**src/rtl/mem_arb_pkg.sv**
```systemverilog
// Shared types and default widths for the data-memory arbiter slice.
// Optional bounds checking is enabled by defining MEM_ARB_BOUNDS_CHECK_EN.
package mem_arb_pkg;
  localparam int N        = 64;
  localparam int LOG2SIZE = 10;
  localparam int SIZE     = 1 << LOG2SIZE;

  localparam logic PORT_CPU = 1'b0;
  localparam logic PORT_DMA = 1'b1;

  typedef enum logic {IDLE, ISSUE} stateT;
endpackage

```
**src/rtl/mem_arbiter_if.sv**
```systemverilog
// Requester and memory-side bundle for mem_arbiter; err_0/err_1 exist only
// when MEM_ARB_BOUNDS_CHECK_EN is defined.
interface mem_arbiter_if #(parameter int N = mem_arb_pkg::N);
  logic         req_0, req_1;
  logic         we_0, we_1;
  logic [N-1:0] addr_0, addr_1;
  logic [N-1:0] wdata_0, wdata_1;
  logic         ack_0, ack_1;
  logic         rsp_0, rsp_1;
  logic [N-1:0] rdata_0, rdata_1;
  logic [N-1:0] mem_addr, mem_din, mem_dout;
  logic         mem_rd, mem_wr;
`ifdef MEM_ARB_BOUNDS_CHECK_EN
  logic         err_0, err_1;

  modport slave (
    input  req_0, req_1, we_0, we_1, addr_0, addr_1, wdata_0, wdata_1, mem_dout,
    output ack_0, ack_1, rsp_0, rsp_1, rdata_0, rdata_1,
           mem_addr, mem_din, mem_rd, mem_wr, err_0, err_1
  );
  modport master (
    output req_0, req_1, we_0, we_1, addr_0, addr_1, wdata_0, wdata_1, mem_dout,
    input  ack_0, ack_1, rsp_0, rsp_1, rdata_0, rdata_1,
           mem_addr, mem_din, mem_rd, mem_wr, err_0, err_1
  );
`else
  modport slave (
    input  req_0, req_1, we_0, we_1, addr_0, addr_1, wdata_0, wdata_1, mem_dout,
    output ack_0, ack_1, rsp_0, rsp_1, rdata_0, rdata_1,
           mem_addr, mem_din, mem_rd, mem_wr
  );
  modport master (
    output req_0, req_1, we_0, we_1, addr_0, addr_1, wdata_0, wdata_1, mem_dout,
    input  ack_0, ack_1, rsp_0, rsp_1, rdata_0, rdata_1,
           mem_addr, mem_din, mem_rd, mem_wr
  );
`endif
endinterface

```
**src/rtl/mem_arbiter_rr.sv**
```systemverilog
// Combinational two-way round-robin pick: on a tie the port that did not
// win last time is chosen.
module rr_arbiter2 (
  input  logic [1:0] req,
  input  logic       last_grant,
  output logic       grant_valid,
  output logic       grant_id
);
  always_comb begin
    grant_valid = |req;
    if (&req) grant_id = ~last_grant;
    else      grant_id = req[1];
  end
endmodule

```
**src/rtl/mem_arbiter.sv**
```systemverilog
// Two-port round-robin arbiter/sequencer in front of the single-port data memory.
// Define MEM_ARB_BOUNDS_CHECK_EN to reject addresses >= SIZE with err_i.
module mem_arbiter
  import mem_arb_pkg::*;
#(
  parameter int N        = mem_arb_pkg::N,
  parameter int LOG2SIZE = mem_arb_pkg::LOG2SIZE,
  parameter int SIZE     = 1 << LOG2SIZE
) (
  input  logic          clk,
  input  logic          reset,
  mem_arbiter_if.slave  bus
);
  stateT        state, nextState;
  logic         lastGrant;
  logic         latPort, latWe;
  logic [N-1:0] latAddr, latWdata;
  logic         grantValid, grantId;
  logic         accept;
  logic         inBounds;

  rr_arbiter2 uPick (
    .req        ({bus.req_1, bus.req_0}),
    .last_grant (lastGrant),
    .grant_valid(grantValid),
    .grant_id   (grantId)
  );

`ifdef MEM_ARB_BOUNDS_CHECK_EN
  assign inBounds = (latAddr < N'(SIZE));
`else
  assign inBounds = 1'b1;
`endif

  // Gated by reset so no accept pulse leaks out while the block is held.
  assign accept    = (state == IDLE) && grantValid && !reset;
  assign bus.ack_0 = accept && (grantId == PORT_CPU);
  assign bus.ack_1 = accept && (grantId == PORT_DMA);

  // Strobes decode only registered state, and state clears asynchronously,
  // so reset pulls mem_wr low immediately.
  assign bus.mem_addr = latAddr;
  assign bus.mem_din  = latWdata;
  assign bus.mem_rd   = (state == ISSUE) && !latWe && inBounds;
  assign bus.mem_wr   = (state == ISSUE) &&  latWe && inBounds;

  // NOTE: every always_comb output gets a default first so no path can infer a latch.
  always_comb begin
    nextState = state;
    case (state)
      IDLE:    if (accept) nextState = ISSUE;
      ISSUE:   nextState = IDLE;
      default: nextState = IDLE;
    endcase
  end

  // NOTE: sequential state uses non-blocking assignments only, so every register
  // samples pre-edge values regardless of statement order.
  always_ff @(posedge clk or posedge reset) begin
    if (reset) begin
      state       <= IDLE;
      lastGrant   <= PORT_DMA;
      latPort     <= PORT_CPU;
      latWe       <= 1'b0;
      latAddr     <= '0;
      latWdata    <= '0;
      bus.rsp_0   <= 1'b0;
      bus.rsp_1   <= 1'b0;
      bus.rdata_0 <= '0;
      bus.rdata_1 <= '0;
`ifdef MEM_ARB_BOUNDS_CHECK_EN
      bus.err_0   <= 1'b0;
      bus.err_1   <= 1'b0;
`endif
    end else begin
      state     <= nextState;
      bus.rsp_0 <= 1'b0;
      bus.rsp_1 <= 1'b0;
`ifdef MEM_ARB_BOUNDS_CHECK_EN
      bus.err_0 <= 1'b0;
      bus.err_1 <= 1'b0;
`endif
      if (accept) begin
        latPort   <= grantId;
        latWe     <= grantId ? bus.we_1    : bus.we_0;
        latAddr   <= grantId ? bus.addr_1  : bus.addr_0;
        latWdata  <= grantId ? bus.wdata_1 : bus.wdata_0;
        lastGrant <= grantId;
      end
      if (state == ISSUE) begin
        if (latPort == PORT_CPU) begin
          bus.rsp_0 <= 1'b1;
          if (!latWe) bus.rdata_0 <= inBounds ? bus.mem_dout : '0;
`ifdef MEM_ARB_BOUNDS_CHECK_EN
          bus.err_0 <= !inBounds;
`endif
        end else begin
          bus.rsp_1 <= 1'b1;
          if (!latWe) bus.rdata_1 <= inBounds ? bus.mem_dout : '0;
`ifdef MEM_ARB_BOUNDS_CHECK_EN
          bus.err_1 <= !inBounds;
`endif
        end
      end
    end
  end
endmodule
```
**src/flat_wrapper.sv**
```systemverilog
// flat-port wrapper written by rule: the top's interface ports become plain ports
module mem_arbiter_flat import mem_arb_pkg::*;
#(
  parameter int N        = mem_arb_pkg::N,
  parameter int LOG2SIZE = mem_arb_pkg::LOG2SIZE,
  parameter int SIZE     = 1 << LOG2SIZE
)
  (clk, reset, bus_req_0, bus_req_1, bus_we_0, bus_we_1, bus_addr_0, bus_addr_1, bus_wdata_0, bus_wdata_1, bus_mem_dout, bus_ack_0, bus_ack_1, bus_rsp_0, bus_rsp_1, bus_rdata_0, bus_rdata_1, bus_mem_addr, bus_mem_din, bus_mem_rd, bus_mem_wr);
  mem_arbiter_if #(.N(N)) bus_i ();
  input  logic clk;
  input  logic reset;
  input wire logic [$bits(bus_i.req_0)-1:0] bus_req_0;
  input wire logic [$bits(bus_i.req_1)-1:0] bus_req_1;
  input wire logic [$bits(bus_i.we_0)-1:0] bus_we_0;
  input wire logic [$bits(bus_i.we_1)-1:0] bus_we_1;
  input wire logic [$bits(bus_i.addr_0)-1:0] bus_addr_0;
  input wire logic [$bits(bus_i.addr_1)-1:0] bus_addr_1;
  input wire logic [$bits(bus_i.wdata_0)-1:0] bus_wdata_0;
  input wire logic [$bits(bus_i.wdata_1)-1:0] bus_wdata_1;
  input wire logic [$bits(bus_i.mem_dout)-1:0] bus_mem_dout;
  output wire logic [$bits(bus_i.ack_0)-1:0] bus_ack_0;
  output wire logic [$bits(bus_i.ack_1)-1:0] bus_ack_1;
  output wire logic [$bits(bus_i.rsp_0)-1:0] bus_rsp_0;
  output wire logic [$bits(bus_i.rsp_1)-1:0] bus_rsp_1;
  output wire logic [$bits(bus_i.rdata_0)-1:0] bus_rdata_0;
  output wire logic [$bits(bus_i.rdata_1)-1:0] bus_rdata_1;
  output wire logic [$bits(bus_i.mem_addr)-1:0] bus_mem_addr;
  output wire logic [$bits(bus_i.mem_din)-1:0] bus_mem_din;
  output wire logic [$bits(bus_i.mem_rd)-1:0] bus_mem_rd;
  output wire logic [$bits(bus_i.mem_wr)-1:0] bus_mem_wr;
  assign bus_i.req_0 = bus_req_0;
  assign bus_i.req_1 = bus_req_1;
  assign bus_i.we_0 = bus_we_0;
  assign bus_i.we_1 = bus_we_1;
  assign bus_i.addr_0 = bus_addr_0;
  assign bus_i.addr_1 = bus_addr_1;
  assign bus_i.wdata_0 = bus_wdata_0;
  assign bus_i.wdata_1 = bus_wdata_1;
  assign bus_i.mem_dout = bus_mem_dout;
  assign bus_ack_0 = bus_i.ack_0;
  assign bus_ack_1 = bus_i.ack_1;
  assign bus_rsp_0 = bus_i.rsp_0;
  assign bus_rsp_1 = bus_i.rsp_1;
  assign bus_rdata_0 = bus_i.rdata_0;
  assign bus_rdata_1 = bus_i.rdata_1;
  assign bus_mem_addr = bus_i.mem_addr;
  assign bus_mem_din = bus_i.mem_din;
  assign bus_mem_rd = bus_i.mem_rd;
  assign bus_mem_wr = bus_i.mem_wr;
  mem_arbiter #(.N(N), .LOG2SIZE(LOG2SIZE), .SIZE(SIZE)) u_core (.clk(clk), .reset(reset), .bus(bus_i));
endmodule
```
**config.mk**
```make
export PLATFORM = sky130hd
export DESIGN_NAME = mem_arbiter_flat
export DESIGN_NICKNAME = d
export VERILOG_FILES = /design/src/rtl/mem_arb_pkg.sv /design/src/rtl/mem_arbiter_if.sv /design/src/rtl/mem_arbiter_rr.sv /design/src/rtl/mem_arbiter.sv /design/src/flat_wrapper.sv
export SDC_FILE = /design/constraint.sdc
export NUM_CORES = 1
export LEC_CHECK = 0
export CELL_PAD_IN_SITES_DETAIL_PLACEMENT = 1
export CELL_PAD_IN_SITES_GLOBAL_PLACEMENT = 1
export CORE_AREA = 2 2 229 231
export CTS_CLUSTER_DIAMETER = 30
export CTS_CLUSTER_SIZE = 8
export DETAILED_ROUTE_END_ITERATION = 8
export DIE_AREA = 0 0 231 233
export PLACE_DENSITY_LB_ADDON = 0.1
export SYNTH_ARGS = -nofsm -noshare
export SYNTH_HDL_FRONTEND = slang
export SYNTH_SLANG_ARGS = --single-unit
```
**constraint.sdc**
```tcl
create_clock -name clk -period 14.8 [get_ports clk]
set_input_delay 1.48 -clock clk [delete_from_list [all_inputs] [get_ports clk]]
set_output_delay 1.48 -clock clk [all_outputs]
set_load 0.05 [all_outputs]
```
==> metrics.md, run 1 <==
| Metric | Value |
|---|---|
| Register-to-register setup slack | `12.07 ns` |
| Hold slack | `0.497 ns` |
| H-tree Lvls | `3` |
| Register bit count reported by yosys | `262` |
| Min Clock Period, post-route | `5.51 ns` |
| # DRC | `0` |
| Setup_tns | `0 ns` |
| Syn Std Cell Area | `10800 sq um` |
| GR Util met1 | `18.4%` |
| CTS Buffer Depth | `3` |
| Hold Path Class | `register to register` |
| Final Max Slew Viols | `0` |
| WL final | `49600 um` |
| Final setup viols | `0` |
| Nets | `1672` |
| PwrDens | `235 nW/um^2` |
| Vias in the first global route | `10400` |
| Worst-path clk slew | `0.04 ns` |
| Max-slew headroom | `30.5%` |
| Period utilisation layout | `37.2%` |
| Largest net degree at the start of global routing | `129` |
| Post-route cell area | `20100 sq um` |
| Critical path required time | `13.32 ns` |
| Final hold violation count | `0` |
| EDFF count, synth | `0` |
| Row Count | `83` |
| Initial core utilization | `21.1%` |
| First-pass GRT wire length | `71100 um` |
| Measured slew at the worst slew-check pin | `1.04 ns` |
| Max cap viols | `0` |
| Layout cells sized above 1 | `19.5%` |
| Synth Instances | `737` |
| P&R area growth vs syn | `86.7%` |
| Mapped Nets | `1063` |
| Data arrival, critical path | `4.03 ns` |
| CTS tree | `done` |
| CP max FO | `66` |
| CORE AREA | `51100 sq um` |
| Routing usage on met3 | `9.83%` |
| Post-route ant nets | `0` |
| Synth warnings | `0` |
| Seq/Total Area, Yosys | `60.9%` |
| Total CTS buffers | `82` |
| Total GRT Usage | `18.0%` |
| RSZ-0062 raised after global routing | `false` |
| Crit-path most repeated cell | `clkdlybuf4s50_1` |
| Die area | `53800 sq um` |
| Die Width | `231 um` |
| Post-CTS Resized | `0` |
| Top FF cell, synth | `dfrtp_1` |
| HPWL Detailed | `35000 um` |
| GPL Wtd Cong | `0.755` |
| Max rail drop VDD | `0.0000750 V` |
| Vert. Die Dim | `233 um` |
| Drt via density | `4.42` |
| Mapped Avg Cell Area | `14.6 sq um` |
| CP Capture Type | `output pin` |
| GRT busiest layer | `met2` |
| Pleak | `8.22 nW` |
| Drt pass-1 iters | `4` |
| Grt total ovfl | `0` |
| CTS root buf | `clkbuf_16` |
| DR iter-0 viols | `353` |
| Clock skew | `0.00846 ns` |
| Via count | `9302` |
| Critical Path Source Type | `primary input` |
| Critical path, cell by cell | `clkdlybuf4s50_1 -> nor2_1 -> and3_4 -> clkdlybuf4s50_1` |
| Final core utilization | `39.3%` |
| Kind of critical path | `primary input to output pin` |
| Placed inst area | `17200 sq um` |
| CTS Sinks | `262` |
| Async set-reset flop share out of synthesis | `100%` |
| Met2 Usage GRT | `30.5%` |
| Post-route total power | `4.72 mW` |
| Worst skew pair latency | `0.59 ns` |
| Initial antenna violation count | `14` |
| Synth cell types | `21` |
| Port Buf Inserts | `587` |
| Slowest stage delay, CP | `0.95 ns` |
| Hold-fix buffers, CTS | `0` |
| Setup Buffers After CTS | `0` |
| Status | `finished, final reports clean` |
| CP max stage cell | `clkdlybuf4s50_1` |
| Avg WL per Cell | `23.6 um` |
| Io pins | `588` |
| FMAX | `182 MHz` |
[per-layer routing]
layer / vias up / share of wire (%)
met5: - / 0.054
met4: 4 / 3.1
met3: 94 / 11
met2: 414 / 50
met1: 4658 / 36
li1: 4132 / -
[cell families (layout without fill, tap and decap cells)]
family / Yosys count / count (layout) / synth area share (%)
other cells: 0 / 12 / 0
simple gates: 13 / 13 / 0.674
compound gates: 261 / 261 / 21.2
flops: 262 / 262 / 60.9
mux: 128 / 128 / 13.4
buf+inv: 73 / 748 / 3.85
[per-stage QoR]
stage | std cells | worst slack (ns)
final | 2104 | 9.29
after floorplan | 737 | 6.11
after global routing | 2099 | 9.19
after global placement | 1942 | 9.30
after CTS | 2092 | 9.30
after detailed placement | 1942 | 9.31
[state kept, by name, summed over array words and instances (netlist names)]
register	count
u_core.latWe	1
u_core.bus.rsp_1	1
u_core.bus.rsp_0	1
u_core.bus.mem_addr	64
u_core.state	1
u_core.bus.mem_din	64
u_core.latPort	1
u_core.lastGrant	1
u_core.bus.rdata_0	64
u_core.bus.rdata_1	64
[cell usage after synthesis, drive strengths merged, types with 2 or more instances]
cell    instances  area [sq um]
dfrtp         261          6530
a221o         129          1290
o21a          129           968
mux2          128          1440
buf            56           350
clkbuf         15          56.3
a21o            2          15.0
and2            2          12.5
and3            2          12.5
inv             2          7.51
nand2           2          7.51
nor2            2          7.51
nor2b           2          12.5
[power breakdown]
part           internal, mW  leakage [nW]  total, mW  switching [mW]
clock                  1.31          1.42       1.80           0.496
sequential            0.956          3.16       1.08           0.128
combinational         0.671          3.63       1.83            1.16
total                  2.93          8.22       4.72            1.78
[layout by cell type (no fill, tap or decap), types with 2 or more instances in the layout]
cell             netlist  routed
buf_4                  6       9
and3_4                 0       2
diode_2                0      12
bufinv_16              0      11
clkinv_2               0      13
clkdlybuf4s50_1        0     587
a21o_1                 2       2
mux2_2               128     128
and2_1                 2       2
dfrtp_1              261     261
clkinv_8               0       3
o21a_1               129     129
clkbuf_8               0      18
clkbuf_16              0      84
clkbuf_1              15      19
inv_6                  0       2
a221o_1              129     129
[critical path: cells and delay by family]
family	cells	cell delay, ns
buf+inv	2	1.48
simple gates	2	1.02
[final cells by class]
cell class / count / area (sq um)
fill: 5337 / 31000
clock inverter: 29 / 462
sequential: 262 / 6560
inverter: 2 / 15.0
timing repair buffer: 596 / 5940
clock buffer: 121 / 2420
tap: 680 / 851
antenna: 12 / 30.0
multi-input combinational: 402 / 3820
[final timing paths]
check / startpoint / to / depth (start not counted)
worst max-delay path: reset / bus_ack_1 / 4
worst min-delay path: u_core.bus.rdata_1[30] / u_core.bus.rdata_1[30] / 1
worst max register to register: u_core.state / u_core.bus.mem_addr[31] / 4
worst min register to register: u_core.bus.rdata_1[30] / u_core.bus.rdata_1[30] / 1
max in group asynchronous: reset / u_core.bus.mem_din[15] / 4
min in group asynchronous: reset / u_core.bus.mem_din[38] / 2
No activity file was read; power rests on OpenSTA's default activity.
==> run 2, diff against run 1 <==
--- a/config.mk
+++ b/config.mk
@@ -7,11 +7,11 @@
 export LEC_CHECK = 0
 export CELL_PAD_IN_SITES_DETAIL_PLACEMENT = 1
 export CELL_PAD_IN_SITES_GLOBAL_PLACEMENT = 1
-export CORE_AREA = 2 2 229 231
+export CORE_AREA = 2 2 230 232
 export CTS_CLUSTER_DIAMETER = 30
 export CTS_CLUSTER_SIZE = 8
 export DETAILED_ROUTE_END_ITERATION = 8
-export DIE_AREA = 0 0 231 233
+export DIE_AREA = 0 0 232 234
 export PLACE_DENSITY_LB_ADDON = 0.1
 export SYNTH_ARGS = -nofsm -noshare
 export SYNTH_HDL_FRONTEND = slang
==> constraint.sdc (replaced) <==
create_clock -name clk -period 5.18 [get_ports clk]
set_input_delay 0.518 -clock clk [delete_from_list [all_inputs] [get_ports clk]]
set_output_delay 0.518 -clock clk [all_outputs]
set_load 0.05 [all_outputs]
==> metrics.md, run 2 (synthesized netlist as in run 1, its figures left out) <==
| Metric | Value |
|---|---|
| Setup Buffers After CTS | `0 (unchanged)` |
| GPL Wtd Cong | `0.756 (about the same)` |
| First-pass GRT wire length | `71000 um (-0.22%)` |
| Post-route ant nets | `0 (unchanged)` |
| Final core utilization | `38.6% (-0.72 points)` |
| Die area | `54300 sq um (+0.86%)` |
| HPWL Detailed | `35100 um (+0.14%)` |
| Commonest non-fill, non-tap cells in the layout | `clkdlybuf4s50_1 (587), dfrtp_1 (261), o21a_1 (129), a221o_1 (129), mux2_2 (128)` |
| Avg WL per Cell | `23.6 um (+0.18%)` |
| RSZ-0062 raised after global routing | `false` |
| Hold Path Class | `primary input to async pin` |
| Clock skew | `0.0171 ns (+0.00868 ns)` |
| Hold-fix buffers, CTS | `0 (unchanged)` |
| Worst skew pair latency | `0.58 ns (about the same)` |
| Die Width | `232 um (+0.43%)` |
| Worst-path clk slew | `0.04 ns (about the same)` |
| Internal power | `8.30 mW (+180%)` |
| Clk pwr share | `37.7% (-0.5 points)` |
| Setup_tns | `0 ns (unchanged)` |
| Commonest non-fill, non-tap cell in the layout | `clkdlybuf4s50_1` |
| Fill cells | `5469 (+2.5%)` |
| Footprint of the multi-input gates | `3820 sq um (unchanged)` |
| Placed Cells | `1955 (+0.67%)` |
| FMAX | `290 MHz` |
| # DRC | `0 (unchanged)` |
| Total GRT Usage | `17.8% (-0.22 points)` |
| Slowest stage delay, CP | `0.93 ns (-0.02 ns)` |
| P&R area growth vs syn | `86.7% (about the same)` |
| H-tree Lvls | `3 (unchanged)` |
| Combinational share of power | `39.2% (+0.4 points)` |
| Switching share of power | `37.8% (about the same)` |
| CP max stage cell | `clkdlybuf4s50_1` |
| Initial core utilization | `20.7% (-0.38 points)` |
| Largest net degree at the start of global routing | `112 (-13%)` |
| Layout cells sized above 1 | `19.8% (+0.30 points)` |
| WL final | `49700 um (+0.32%)` |
| Total CTS buffers | `83 (+1.2%)` |
| Pleak | `8.22 nW (about the same)` |
| Status | `finished, final reports clean` |
| Nets | `1678 (+0.36%)` |
| Measured slew at the worst slew-check pin | `1.07 ns (+0.0298 ns)` |
| CTS Sinks | `262 (unchanged)` |
| Min Clock Period, post-route | `3.44 ns` |
| Final Max Slew Viols | `0 (unchanged)` |
| Register share of total power | `23.1% (about the same)` |
| Drt via density | `4.43 (+0.23%)` |
| Reg area | `6560 sq um (unchanged)` |
| Critical Path Source Type | `register` |
| Port Buf Inserts | `587 (unchanged)` |
| Data arrival, critical path | `2.93 ns (-1.10 ns)` |
| Period utilisation layout | `66.5%` |
| Final WS setup | `1.74 ns (-7.55 ns)` |
| Final hold violation count | `0 (unchanged)` |
| PwrDens | `664 nW/um^2 (+180%)` |
| Via count | `9337 (+0.38%)` |
| DR iter-0 viols | `396 (+12%)` |
| CTS Buffer Depth | `3 (unchanged)` |
| Vert. Die Dim | `234 um (+0.43%)` |
| Final setup viols | `0 (unchanged)` |
| Placed inst area | `17300 sq um (+0.40%)` |
| Drt pass-1 iters | `6 (+2)` |
| Grt total ovfl | `0 (unchanged)` |
| Row Count | `84 (+1.2%)` |
| Finished Layout Cells | `2107 (+0.14%)` |
| CP Capture Type | `output pin` |
| CORE AREA | `52000 sq um (+1.8%)` |
| Io pins | `588 (unchanged)` |
| Max-slew headroom | `28.5% (-2.0 points)` |
| CTS tree | `done` |
| Switching power | `5.05 mW (+180%)` |
| Critical path, cell by cell | `nor2_1 -> and3_4 -> clkdlybuf4s50_1` |
| Max cap viols | `0 (unchanged)` |
| Vias in the first global route | `10300 (-1.0%)` |
| Initial antenna violation count | `11 (-3)` |
| Post-Place Worst Slack | `1.81 ns (-7.49 ns)` |
| Post-CTS Resized | `0 (unchanged)` |
| CTS root buf | `clkbuf_16` |
| Critical path required time | `4.66 ns (-8.66 ns)` |
| Post-route cell area | `20100 sq um (about the same)` |
| Kind of critical path | `register to output pin` |
| CP max FO | `52 (-21%)` |
| Max rail drop VDD | `0.000231 V (+210%)` |
run 2: per-layer routing:
| layer | vias up | part of all wire, % | global-route usage [%] |
|---|---|---|---|
| li1 | 4121 | - | - |
| met1 | 4687 | 38 | 19.8 |
| met2 | 430 | 48 | 29.0 |
| met3 | 83 | 12 | 9.30 |
| met4 | 16 | 2.4 | 6.65 |
| met5 | - | 0.21 | 0 |
run 2: worst max-delay path: cells and delay by family, from the launching register on:
kind	cells	cell delay [ns]
buf+inv	1	0.93
flops	1	0.46
simple gates	2	0.90
run 2: final timing paths:
path | startpoint | slack (ns) | cells past startpoint | to
setup / recovery | u_core.state | 1.74 | 3 | bus_ack_1
hold / removal | reset | 0.50 | 2 | u_core.bus.mem_din[53]
setup reg to reg | u_core.state | 2.41 | 4 | u_core.bus.mem_din[4]
hold reg to reg | u_core.bus.rdata_0[46] | 0.50 | 1 | u_core.bus.rdata_0[46]
max in group asynchronous | reset | 3.57 | 3 | u_core.bus.rdata_0[11]
min in group clk | u_core.bus.rdata_0[46] | 0.50 | 1 | u_core.bus.rdata_0[46]
run 2: area by class of cell:
class	instances	area share [%]
Sequential cell	262	32.6
Timing Repair Buffer	601	29.9
Multi-Input combinational cell	402	19.0
Clock buffer	126	12.6
Tap cell	688	4.28
Clock inverter	23	1.48
Inverter	2	0.0560
Antenna cell	3	0.0374
run 2: power by group through the flow:
stage	logic, mW	clock network [mW]	registers [mW]
2_1_floorplan	0.881	0	5.45
3_3_place_gp	5.27	0	3.08
3_5_place_dp	5.28	0	3.11
4_1_cts	5.29	5.17	3.10
5_1_grt	5.43	5.30	3.18
6_report	5.23	5.04	3.09
run 2: through the flow:
step                      total power, mW  hold WS [ns]
after floorplan                      6.33         0.458
after global placement               8.35         0.486
after detailed placement             8.39         0.493
after CTS                            13.6         0.502
after global routing                 13.9         0.505
final                                13.4         0.498
==> run 3, diff against run 2 <==
==> constraint.sdc (replaced) <==
create_clock -name clk -period 3.5 [get_ports clk]
set_input_delay 0.35 -clock clk [delete_from_list [all_inputs] [get_ports clk]]
set_output_delay 0.35 -clock clk [all_outputs]
set_load 0.05 [all_outputs]
==> metrics.md, run 3 (synthesized netlist as in run 1, its figures left out) <==
| Metric | Value |
|---|---|
| DR iter-0 viols | `265 (-33%)` |
| Period utilisation layout | `77.2%` |
| Clock skew | `0.0258 ns (+0.00868 ns)` |
| RR Endpoint | `u_core.bus.mem_din[9]` |
| Commonest non-fill, non-tap cell in the layout | `clkdlybuf4s50_1` |
| WP buf/inv | `1 (unchanged)` |
| Die Width | `232 um (unchanged)` |
| Io pins | `588 (unchanged)` |
| Drt pass-1 iters | `4 (-2)` |
| Final hold violation count | `0 (unchanged)` |
| Post-route total power | `20.0 mW (+50%)` |
| Worst-path clk slew | `0.04 ns (about the same)` |
| Total CTS buffers | `87 (+4.8%)` |
| HPWL Detailed | `34300 um (-2.2%)` |
| Initial core utilization | `20.7% (unchanged)` |
| P&R area growth vs syn | `89.1%` |
| RSZ-0062 raised after global routing | `false` |
| Critical Path Source Type | `register` |
| Nets | `1684 (+0.36%)` |
| Final WS setup | `0.799 ns (-0.938 ns)` |
| CTS Sinks | `262 (unchanged)` |
| CP max stage cell | `clkdlybuf4s50_1` |
| Measured slew at the worst slew-check pin | `0.850 ns (-0.223 ns)` |
| Hold-fix buffers, CTS | `0 (unchanged)` |
| First-pass GRT wire length | `70400 um (-0.82%)` |
| Drt via density | `4.41 (-0.52%)` |
| Clk pwr share | `38.6% (+0.9 points)` |
| Max rail drop VDD | `0.000378 V (+64%)` |
| Post-route ant nets | `0 (unchanged)` |
| Initial antenna violation count | `13 (+2)` |
| CORE AREA | `52000 sq um (unchanged)` |
| FMAX | `370 MHz` |
| Grt total ovfl | `0 (unchanged)` |
| Vias in the first global route | `10400 (+0.42%)` |
| Hold Path Class | `primary input to async pin` |
| Fill cells | `5482 (+0.24%)` |
| Die area | `54300 sq um (unchanged)` |
| Row Count | `84 (unchanged)` |
| Max cap viols | `0 (unchanged)` |
| Register-to-register setup slack | `1.52 ns (-0.89 ns)` |
| Post-CTS Resized | `0 (unchanged)` |
| Worst skew pair latency | `0.61 ns (+0.03 ns)` |
| Max-slew headroom | `43.4% (+15 points)` |
| Switching power | `7.67 mW (+52%)` |
| Register share of total power | `22.7% (-0.4 points)` |
| Via count | `9346 (+0.096%)` |
| CTS root buf | `clkbuf_16` |
| R2R Path Start | `u_core.state` |
| Commonest non-fill, non-tap cells in the layout | `clkdlybuf4s50_1 (586), dfrtp_1 (261), o21a_1 (129), a221o_1 (129), mux2_2 (128)` |
| Vert. Die Dim | `234 um (unchanged)` |
| Switching share of power | `38.3% (+0.44 points)` |
| Data arrival, critical path | `2.35 ns (-0.58 ns)` |
| Total GRT Usage | `17.6% (-0.23 points)` |
| Largest net degree at the start of global routing | `130 (+16%)` |
| Worst reg2reg path depth | `4 (unchanged)` |
| Internal power | `12.4 mW (+49%)` |
| Critical path required time | `3.15 ns (-1.51 ns)` |
| # DRC | `0 (unchanged)` |
| CTS Buffer Depth | `3 (unchanged)` |
| Critical path, cell by cell | `nor2_1 -> and3_4 -> clkdlybuf4s50_1` |
| CP max FO | `6 (-88%)` |
| Post-Place Worst Slack | `1.02 ns (-0.797 ns)` |
| WL final | `48800 um (-1.8%)` |
| Status | `finished, final reports clean` |
| CP Capture Type | `output pin` |
| H-tree Lvls | `3 (unchanged)` |
| Port Buf Inserts | `587 (unchanged)` |
| Pleak | `8.34 nW (+1.4%)` |
| Hold slack | `0.209 ns (-0.288 ns)` |
| CTS tree | `done` |
| Combinational share of power | `38.7% (-0.5 points)` |
| Kind of critical path | `register to output pin` |
| Layout cells sized above 1 | `20.6% (+0.76 points)` |
| Final Max Slew Viols | `0 (unchanged)` |
| PwrDens | `985 nW/um^2 (+48%)` |
| Setup Buffers After CTS | `0 (unchanged)` |
| Final setup viols | `0 (unchanged)` |
| GPL Wtd Cong | `0.764 (+1.1%)` |
| Avg WL per Cell | `23.0 um (-2.4%)` |
| Worst path top cell family by delay | `buffers and inverters` |
| Slowest stage delay, CP | `0.86 ns (-0.07 ns)` |
| Min Clock Period, post-route | `2.70 ns` |
run 3: layout make-up:
class	instances	area [sq um]	area share, %
Clock buffer	121	2470	12.2
Inverter	2	11.3	0.0553
Clock inverter	37	498	2.45
Tap cell	688	861	4.23
Antenna cell	5	12.5	0.0615
Multi-Input combinational cell	402	3820	18.8
Timing Repair Buffer	603	6120	30.1
Sequential cell	262	6560	32.2
run 3: how the worst max path moves through the flow:
stage / start / to / slack (ns) / cells past startpoint
after floorplan: reset / u_core.bus.mem_addr[0] / -0.30 / 1
after global placement: reset / bus_ack_0 / 1.02 / 4
after detailed placement: reset / bus_ack_0 / 1.02 / 4
after CTS: u_core.state / bus_ack_0 / 0.72 / 3
after global routing: u_core.state / bus_ack_0 / 0.63 / 3
final: u_core.state / bus_ack_0 / 0.80 / 3
run 3: metrics by stage:
step                      instances  util (%)  area [sq um]  TNS [ns]
final                          2120      39.1         20400         0
after global routing           2119      39.1         20400         0
after CTS                      2115      39.1         20300         0
after detailed placement       1957      33.4         17400         0
after global placement         1957      33.4         17400         0
after floorplan                 737         -         10800    -79.53
run 3: power groups by stage:
stage / combinational [mW] / clock (mW) / sequential [mW]
floorplan: 1.30 / 0 / 8.07
global placement: 7.82 / 0 / 4.56
detailed placement: 7.82 / 0 / 4.59
CTS: 7.84 / 7.94 / 4.58
global route: 8.04 / 8.15 / 4.71
finish: 7.75 / 7.74 / 4.56
run 3: routing by layer:
metal	share of wire (%)	vias to the layer above	global-route usage [%]
li1	-	4149	-
met1	38	4622	19.6
met2	47	457	28.3
met3	11	100	8.89
met4	2.7	18	7.59
met5	0.26	-	0
